===== config.mk =====
export PLATFORM = sky130hd
export DESIGN_NAME = vend_credit_fsm
export DESIGN_NICKNAME = d
export VERILOG_FILES = /design/src/rtl/vend_credit_fsm_pkg.sv /design/src/rtl/vend_credit_acc.sv /design/src/rtl/vend_credit_fsm.sv
export SDC_FILE = /design/constraint.sdc
export NUM_CORES = 1
export LEC_CHECK = 0
export CAP_MARGIN = 20
export CORE_UTILIZATION = 30
export DETAILED_ROUTE_END_ITERATION = 8
export MAX_ROUTING_LAYER = met4
export SLEW_MARGIN = 25
export SYNTH_ARGS = -nofsm -noshare
export SYNTH_HDL_FRONTEND = slang
export SYNTH_HIERARCHICAL = 1
export SYNTH_SLANG_ARGS = --single-unit

===== constraint.sdc =====
create_clock -name clk -period 5.7 [get_ports clk]
set_input_delay 0.57 -clock clk [delete_from_list [all_inputs] [get_ports clk]]
set_output_delay 0.57 -clock clk [all_outputs]
set_load 0.01 [all_outputs]

===== src/rtl/vend_credit_fsm_pkg.sv =====
// -----------------------------------------------------------------------------
// vend_credit_fsm_pkg
// Shared definitions for the coin-credit vending controller:
//   - state_e        : controller state encoding (IDLE/COLLECT/VEND/CHANGE)
//   - DEF_*          : default coin values, price, credit limit and widths
//   - state_is_busy(): states in which coins are refused
// No ports; imported by vend_credit_acc and vend_credit_fsm.
// -----------------------------------------------------------------------------
package vend_credit_fsm_pkg;

    typedef enum logic [1:0] {
        ST_IDLE    = 2'd0,  // credit == 0
        ST_COLLECT = 2'd1,  // 0 < credit < PRICE
        ST_VEND    = 2'd2,  // water pulse this cycle
        ST_CHANGE  = 2'd3   // one change pulse this cycle
    } state_e;

    localparam int unsigned DEF_CREDIT_W   = 5;
    localparam int unsigned DEF_CNT_W      = 8;
    localparam int unsigned DEF_PRICE      = 3;
    localparam int unsigned DEF_MAX_CREDIT = 20;
    localparam int unsigned DEF_VAL_ONE    = 1;
    localparam int unsigned DEF_VAL_TWO    = 2;
    localparam int unsigned DEF_VAL_FIVE   = 5;

    function automatic logic state_is_busy(input state_e s);
        return (s == ST_VEND) || (s == ST_CHANGE);
    endfunction

endpackage


===== src/rtl/vend_credit_acc.sv =====
// -----------------------------------------------------------------------------
// vend_credit_acc
// Credit accumulator: owns the credit register, coin priority selection,
// over-credit check and the registered coin_reject pulse.
// Ports:
//   clk, reset      : clock, synchronous active-high reset
//   i_one/two/five  : coin pulses (priority FIVE > TWO > ONE)
//   i_coin_en       : controller is able to take a coin this cycle
//   i_sub_price     : subtract PRICE this cycle (vend)
//   i_dec           : subtract one unit this cycle (change/refund pulse)
//   o_credit        : current credit
//   o_sum           : credit + selected coin value, one bit wider than credit
//   o_accept        : selected coin is accepted this cycle
//   o_coin_reject   : registered pulse, some presented coin was not accepted
// -----------------------------------------------------------------------------
module vend_credit_acc
    import vend_credit_fsm_pkg::*;
#(
    parameter int unsigned CREDIT_W   = DEF_CREDIT_W,
    parameter int unsigned PRICE      = DEF_PRICE,
    parameter int unsigned MAX_CREDIT = DEF_MAX_CREDIT,
    parameter int unsigned VAL_ONE    = DEF_VAL_ONE,
    parameter int unsigned VAL_TWO    = DEF_VAL_TWO,
    parameter int unsigned VAL_FIVE   = DEF_VAL_FIVE
) (
    input  logic                clk,
    input  logic                reset,
    input  logic                i_one,
    input  logic                i_two,
    input  logic                i_five,
    input  logic                i_coin_en,
    input  logic                i_sub_price,
    input  logic                i_dec,
    output logic [CREDIT_W-1:0] o_credit,
    output logic [CREDIT_W:0]   o_sum,
    output logic                o_accept,
    output logic                o_coin_reject
);

    // Coin values and limit at CREDIT_W+1 bits so the sum can never wrap.
    localparam logic [CREDIT_W:0]   LP_ONE   = (CREDIT_W + 1)'(VAL_ONE);
    localparam logic [CREDIT_W:0]   LP_TWO   = (CREDIT_W + 1)'(VAL_TWO);
    localparam logic [CREDIT_W:0]   LP_FIVE  = (CREDIT_W + 1)'(VAL_FIVE);
    localparam logic [CREDIT_W:0]   LP_MAX   = (CREDIT_W + 1)'(MAX_CREDIT);
    localparam logic [CREDIT_W-1:0] LP_PRICE = CREDIT_W'(PRICE);
    localparam logic [CREDIT_W-1:0] LP_UNIT  = CREDIT_W'(1);

    logic [CREDIT_W-1:0] r_credit;
    logic                r_coin_reject;

    logic [CREDIT_W:0]   w_val;
    logic [CREDIT_W:0]   w_sum;
    logic                w_any;
    logic                w_multi;
    logic                w_fits;
    logic                w_accept;
    logic                w_reject;
    logic [CREDIT_W-1:0] w_base;
    logic [CREDIT_W-1:0] w_next;

    // NOTE: every signal gets a default before the priority chain; without it
    // a path that skips the assignment would infer a latch.
    always_comb begin
        w_val = '0;
        w_any = 1'b0;
        if (i_five) begin
            w_val = LP_FIVE;
            w_any = 1'b1;
        end else if (i_two) begin
            w_val = LP_TWO;
            w_any = 1'b1;
        end else if (i_one) begin
            w_val = LP_ONE;
            w_any = 1'b1;
        end
    end

    assign w_sum    = {1'b0, r_credit} + w_val;
    assign w_fits   = (w_sum <= LP_MAX);
    assign w_accept = i_coin_en & w_any & w_fits;
    assign w_multi  = (i_five & i_two) | (i_five & i_one) | (i_two & i_one);

    // Accepted: only the lower-priority extras are refused. Not accepted:
    // everything presented is refused.
    assign w_reject = w_accept ? w_multi : w_any;

    // w_fits guarantees the top bit of w_sum is clear when a coin is taken.
    assign w_base = w_accept ? w_sum[CREDIT_W-1:0] : r_credit;
    assign w_next = w_base - (i_sub_price ? LP_PRICE : '0) - (i_dec ? LP_UNIT : '0);

    // NOTE: state registers use non-blocking assignments so every register
    // samples pre-edge values regardless of block ordering.
    always_ff @(posedge clk) begin
        if (reset) begin
            r_credit      <= '0;
            r_coin_reject <= 1'b0;
        end else begin
            r_credit      <= w_next;
            r_coin_reject <= w_reject;
        end
    end

    assign o_credit      = r_credit;
    assign o_sum         = w_sum;
    assign o_accept      = w_accept;
    assign o_coin_reject = r_coin_reject;

endmodule


===== src/rtl/vend_credit_fsm.sv =====
// -----------------------------------------------------------------------------
// vend_credit_fsm
// Coin-credit vending controller. Accumulates credit from three coin inputs,
// vends one item once credit reaches PRICE, then pays out any surplus as
// one-unit change pulses. Supports cancel/refund while collecting, rejects
// coins while busy or when they would exceed MAX_CREDIT, and keeps a
// saturating sales count.
// Ports:
//   clk, reset        : clock, synchronous active-high reset
//   ONE, TWO, FIVE    : single-cycle coin pulses
//   cancel            : single-cycle refund request (honoured in COLLECT)
//   water             : one-cycle vend pulse
//   change            : one pulse per unit of change/refund
//   coin_reject       : one-cycle pulse, a presented coin was not accepted
//   busy              : high in VEND and CHANGE
//   credit            : current credit in units
//   sales             : items vended since reset, saturating
// -----------------------------------------------------------------------------
module vend_credit_fsm
    import vend_credit_fsm_pkg::*;
#(
    parameter int unsigned CREDIT_W   = DEF_CREDIT_W,
    parameter int unsigned PRICE      = DEF_PRICE,
    parameter int unsigned MAX_CREDIT = DEF_MAX_CREDIT,
    parameter int unsigned VAL_ONE    = DEF_VAL_ONE,
    parameter int unsigned VAL_TWO    = DEF_VAL_TWO,
    parameter int unsigned VAL_FIVE   = DEF_VAL_FIVE,
    parameter int unsigned CNT_W      = DEF_CNT_W
) (
    input  logic                clk,
    input  logic                reset,
    input  logic                ONE,
    input  logic                TWO,
    input  logic                FIVE,
    input  logic                cancel,
    output logic                water,
    output logic                change,
    output logic                coin_reject,
    output logic                busy,
    output logic [CREDIT_W-1:0] credit,
    output logic [CNT_W-1:0]    sales
);

    localparam logic [CREDIT_W:0] LP_PRICE_X = (CREDIT_W + 1)'(PRICE);
    localparam logic [CNT_W-1:0]  LP_CNT_ONE = CNT_W'(1);

    state_e              r_state;
    logic                r_water;
    logic                r_change;
    logic                r_busy;
    logic [CNT_W-1:0]    r_sales;

    state_e              w_next_state;
    logic                w_coin_en;
    logic                w_sub;
    logic                w_dec;
    logic                w_accept;
    logic [CREDIT_W-1:0] w_credit;
    logic [CREDIT_W:0]   w_sum;
    logic                w_credit_nz;

    vend_credit_acc #(
        .CREDIT_W   (CREDIT_W),
        .PRICE      (PRICE),
        .MAX_CREDIT (MAX_CREDIT),
        .VAL_ONE    (VAL_ONE),
        .VAL_TWO    (VAL_TWO),
        .VAL_FIVE   (VAL_FIVE)
    ) u_acc (
        .clk           (clk),
        .reset         (reset),
        .i_one         (ONE),
        .i_two         (TWO),
        .i_five        (FIVE),
        .i_coin_en     (w_coin_en),
        .i_sub_price   (w_sub),
        .i_dec         (w_dec),
        .o_credit      (w_credit),
        .o_sum         (w_sum),
        .o_accept      (w_accept),
        .o_coin_reject (coin_reject)
    );

    // Kept outside the next-state block: it feeds the accumulator, whose
    // accept flag feeds back into the next-state decision.
    assign w_coin_en   = (r_state == ST_IDLE) || ((r_state == ST_COLLECT) && !cancel);
    assign w_credit_nz = (w_credit != '0);

    always_comb begin
        w_next_state = r_state;
        w_sub        = 1'b0;
        w_dec        = 1'b0;
        unique case (r_state)
            ST_IDLE, ST_COLLECT: begin
                if ((r_state == ST_COLLECT) && cancel) begin
                    // Refund starts immediately; COLLECT implies credit > 0.
                    w_next_state = ST_CHANGE;
                    w_dec        = 1'b1;
                end else if (w_accept) begin
                    if (w_sum >= LP_PRICE_X) begin
                        w_next_state = ST_VEND;
                        w_sub        = 1'b1;
                    end else begin
                        w_next_state = ST_COLLECT;
                    end
                end
            end
            ST_VEND: begin
                if (w_credit_nz) begin
                    w_next_state = ST_CHANGE;
                    w_dec        = 1'b1;
                end else begin
                    w_next_state = ST_IDLE;
                end
            end
            ST_CHANGE: begin
                // The pulse that took credit to zero has already been shown.
                if (w_credit_nz) begin
                    w_dec = 1'b1;
                end else begin
                    w_next_state = ST_IDLE;
                end
            end
            default: w_next_state = ST_IDLE;
        endcase
    end

    always_ff @(posedge clk) begin
        if (reset) begin
            r_state  <= ST_IDLE;
            r_water  <= 1'b0;
            r_change <= 1'b0;
            r_busy   <= 1'b0;
            r_sales  <= '0;
        end else begin
            r_state  <= w_next_state;
            r_water  <= (w_next_state == ST_VEND);
            r_change <= w_dec;
            r_busy   <= state_is_busy(w_next_state);
            if (w_sub && (r_sales != '1)) begin
                r_sales <= r_sales + LP_CNT_ONE;
            end
        end
    end

    assign water  = r_water;
    assign change = r_change;
    assign busy   = r_busy;
    assign credit = w_credit;
    assign sales  = r_sales;

endmodule


==> flow_summary_export.csv <==
group,metric,value,unit
run_status,status,"completed",
clock_tree,clk_root_buffer_cell,"clkbuf_8",
cells_and_area,areaGrowthSynthToFinish,23.19,%
yosys,syn_avg_cell_area,8.775,um^2
placement,gp_congestion,0.8708,
clock_tree,cts_resized,0,
global_route,grt_use_total,14.10,%
routing,routedWlPerCell,13.47,um
clock_tree,clk_latency,0.26,ns
sta,fin_tns_setup,0,ns
global_route,use_met1,17.56,%
yosys,yosysWarningCount,6,
routing,vias,1181,
cells_and_area,n_antenna_cell,0,
placement,place_hpwl,2241,um
yosys,synth_cell_types,47,
cells_and_area,nets,187,
worst_setup_path,cp_max_fo,15,
global_route,antenna_found_initial,0,
power,leakage,0.0006159,uW
floorplanning,die_y,68.24,um
clock_tree,holdBufCountCts,0,
placement,port_buffers,22,
worst_setup_path,timing.rr.start,"u_acc/o_credit[0]",
sta,hold_slack,0.5150,ns
cells_and_area,utilization,39.40,%
sta,worst_slew_pin_slew,0.7435,ns
clock_tree,cts.sink_count,19,
sta,hold_viol,0,
global_route,grt_max_degree,21,
min_path,hp-class,"reg2reg",
yosys,synth_nets,164,
yosys,ys_seq_elements,19,
worst_setup_path,critPathKind,"in2reg",
job,drv_cap,0,
clock_tree,postCtsSetupRepairBufs,0,
clock_tree,cts_tree,"built",
min_path,hold_path_startpoint,"sales[7]",
worst_setup_path,arrival,5.02,ns
worst_setup_path,cpMaxStageDelayCell,"clkdlybuf4s50_1",
routing,vias_per_cell,5.320,
sta,fin_crit,4.819,ns
yosys,async_flop_share,0,%
worst_setup_path,start_kind,"input pin",
routing,routed_wl,2991,um
yosys,postSynthCellCount,150,
floorplanning,die-width,68.24,um
global_route,top_usage_layer,"met2",
global_route,use_met3,2.500,%
power,ir_drop,176.3,uV
routing,ant_nets,0,
yosys,syn_area,0.001316,mm^2
floorplanning,core,0.004115,mm^2
worst_setup_path,cp_common_cell,"fa_1",
worst_setup_path,required,5.90,ns
cells_and_area,layout-drive-gt1-share,9.302,%
sta,setup_violations,0,
clock_tree,numCtsBuffers,3,
worst_setup_path,path_cells,"clkdlybuf4s50_1, a21o_1, ha_1, inv_1, fa_1, and2b_1, o22ai_1, or2_4, or4_4, o211ai_4, inv_2, fa_1, fa_1, nor3b_1, mux2i_1, mux2i_1",
yosys,synth_ff_type,"dfxtp_1",
clock_tree,clkTransAtPathRegs,0.08,ns
sta,slew_headroom,50.28,%
floorplanning,floorplan.io_pins,23,
sta,post-route-period-util,84.55,%
power,power_density,524.6,mW/mm^2
yosys,ys_seq_area_share,28.90,%
floorplanning,rows,23,
sta,finalMaxSlewViolations,0,
sta,max_freq,207.5,MHz
global_route,overflow,0,
global_route,grt_pass1_wl,4767,um
clock_tree,htree_levels,1,
worst_setup_path,cpPeakStageDelay,0.57,ns
global_route,use_met2,22.06,%
worst_setup_path,cp-end-kind,"flop",
clock_tree,clock_path_buffers,2,
global_route,grt_pass1_vias,1055,
worst_setup_path,critPathLaunch,"FIVE",
floorplanning,die-area,0.004657,mm^2
floorplanning,start_util,31.99,%
routing,first_pass_iters,4,
routing,drc,0,
yosys,synth_edf_count,0,
cells_and_area,num-fill-cells,412,
sta,clock_skew,0.01160,ns
sta,rsz0062_at_grt,"no",
routing,dr.first_iter.drc_count,82,
## stage by stage
stage	instances	area (um^2)	setup WS [ns]	total power, uW
floorplan	150	1316	1.499	622.9
global placement	218	1575	0.7671	737.8
detailed placement	218	1575	0.6042	752.8
CTS	222	1622	0.8611	849.8
global route	222	1622	0.5960	921.8
finish	222	1622	0.8808	850.7
## Yosys cell counts, types with 2 or more instances
master     n  area share [%]
fa_1       3             4.6
a21o_1     3             1.7
o21ai_0    4             1.5
nand3_1    4             1.5
o31ai_1    5             2.9
nor3b_1    4             2.3
nand2b_1   5             2.4
xnor2_1    5             3.3
or4_1      4             2.3
dfxtp_1   19              29
ha_1       5             4.8
a211oi_1   4             2.3
clkbuf_1   2            0.57
nand2_1    7             2.0
inv_1      9             2.6
nor3_1     3             1.1
nor2_1    12             3.4
nor2b_1    2            0.95
nor4b_1    2             1.3
mux2i_1    5             3.8
or3_1      2            0.95
a21oi_1   16             6.1
## cells by family after synthesis
family	share of synthesized area (%)
and+or+nand+nor	24.24
muxes	5.513
buffers and inverters	5.323
xor gates and xnor gates	3.327
DFF	28.90
AOI/OAI and AO/OA	23.39
adders and majority gates	9.316
## worst max-delay path, delay by kind of cell
kind	cells	cell delay, ns
simple gates	4	1.18
fa+ha+maj	4	1.51
mux	2	0.37
buf+inv	3	0.78
compound gates	3	0.63
## final timing paths
| kind | end | slack (ns) | cells past startpoint |
|---|---|---|---|
| hold / removal | sales[7] | 0.51 | 2 |
| setup / recovery | u_acc/o_credit[4] | 0.88 | 16 |
| hold reg to reg | sales[7] | 0.51 | 2 |
| setup reg to reg | u_acc/o_credit[4] | 1.44 | 14 |
## placed cells by master (no fill, tap or decap), types with 2 or more instances in the layout
master | Yosys | layout
ha_1 | 5 | 5
a211oi_1 | 4 | 4
nor3b_1 | 4 | 4
nor2b_1 | 2 | 2
or3_1 | 2 | 2
nand2_1 | 7 | 7
nand2b_1 | 5 | 5
nor3_1 | 3 | 3
fa_1 | 3 | 3
o21ai_0 | 4 | 4
mux2i_1 | 5 | 5
a21oi_1 | 16 | 16
or4_1 | 4 | 4
nor4b_1 | 2 | 2
xnor2_1 | 5 | 5
clkbuf_8 | 0 | 3
nand3_1 | 4 | 4
a21o_1 | 3 | 3
inv_1 | 9 | 9
o31ai_1 | 5 | 5
nor2_1 | 12 | 12
clkdlybuf4s50_1 | 0 | 22
dfxtp_1 | 19 | 19
## layer usage
metal / share of wire [%] / vias up
met5: 0 / -
met4: 0.90 / 0
met3: 2.0 / 2
met2: 50 / 16
met1: 47 / 564
li1: - / 599
## state kept, by name (all words and copies together) (netlist names)
register / cells
busy: 1
change: 1
r_state: 2
sales: 8
u_acc/o_coin_reject: 1
u_acc/o_credit: 5
water: 1
## cell type report
class                      instances  area, um^2  area share, %
inverter                          11       46.29          2.855
clock buffer                       3       41.29          2.546
tap                               50       62.56          3.858
sequential                        19       380.4          23.46
clock inverter                     1       5.005         0.3086
multi-input combinational        116       865.8          53.39
timing repair buffer              22       220.2          13.58
## power breakdown
group / leakage [uW] / internal [uW] / switching (uW)
registers: 0.000156 / 168 / 38.8
clock network: 0.0000255 / 48.7 / 48.5
logic: 0.000434 / 255 / 292
(Power assumes the default switching activity.)
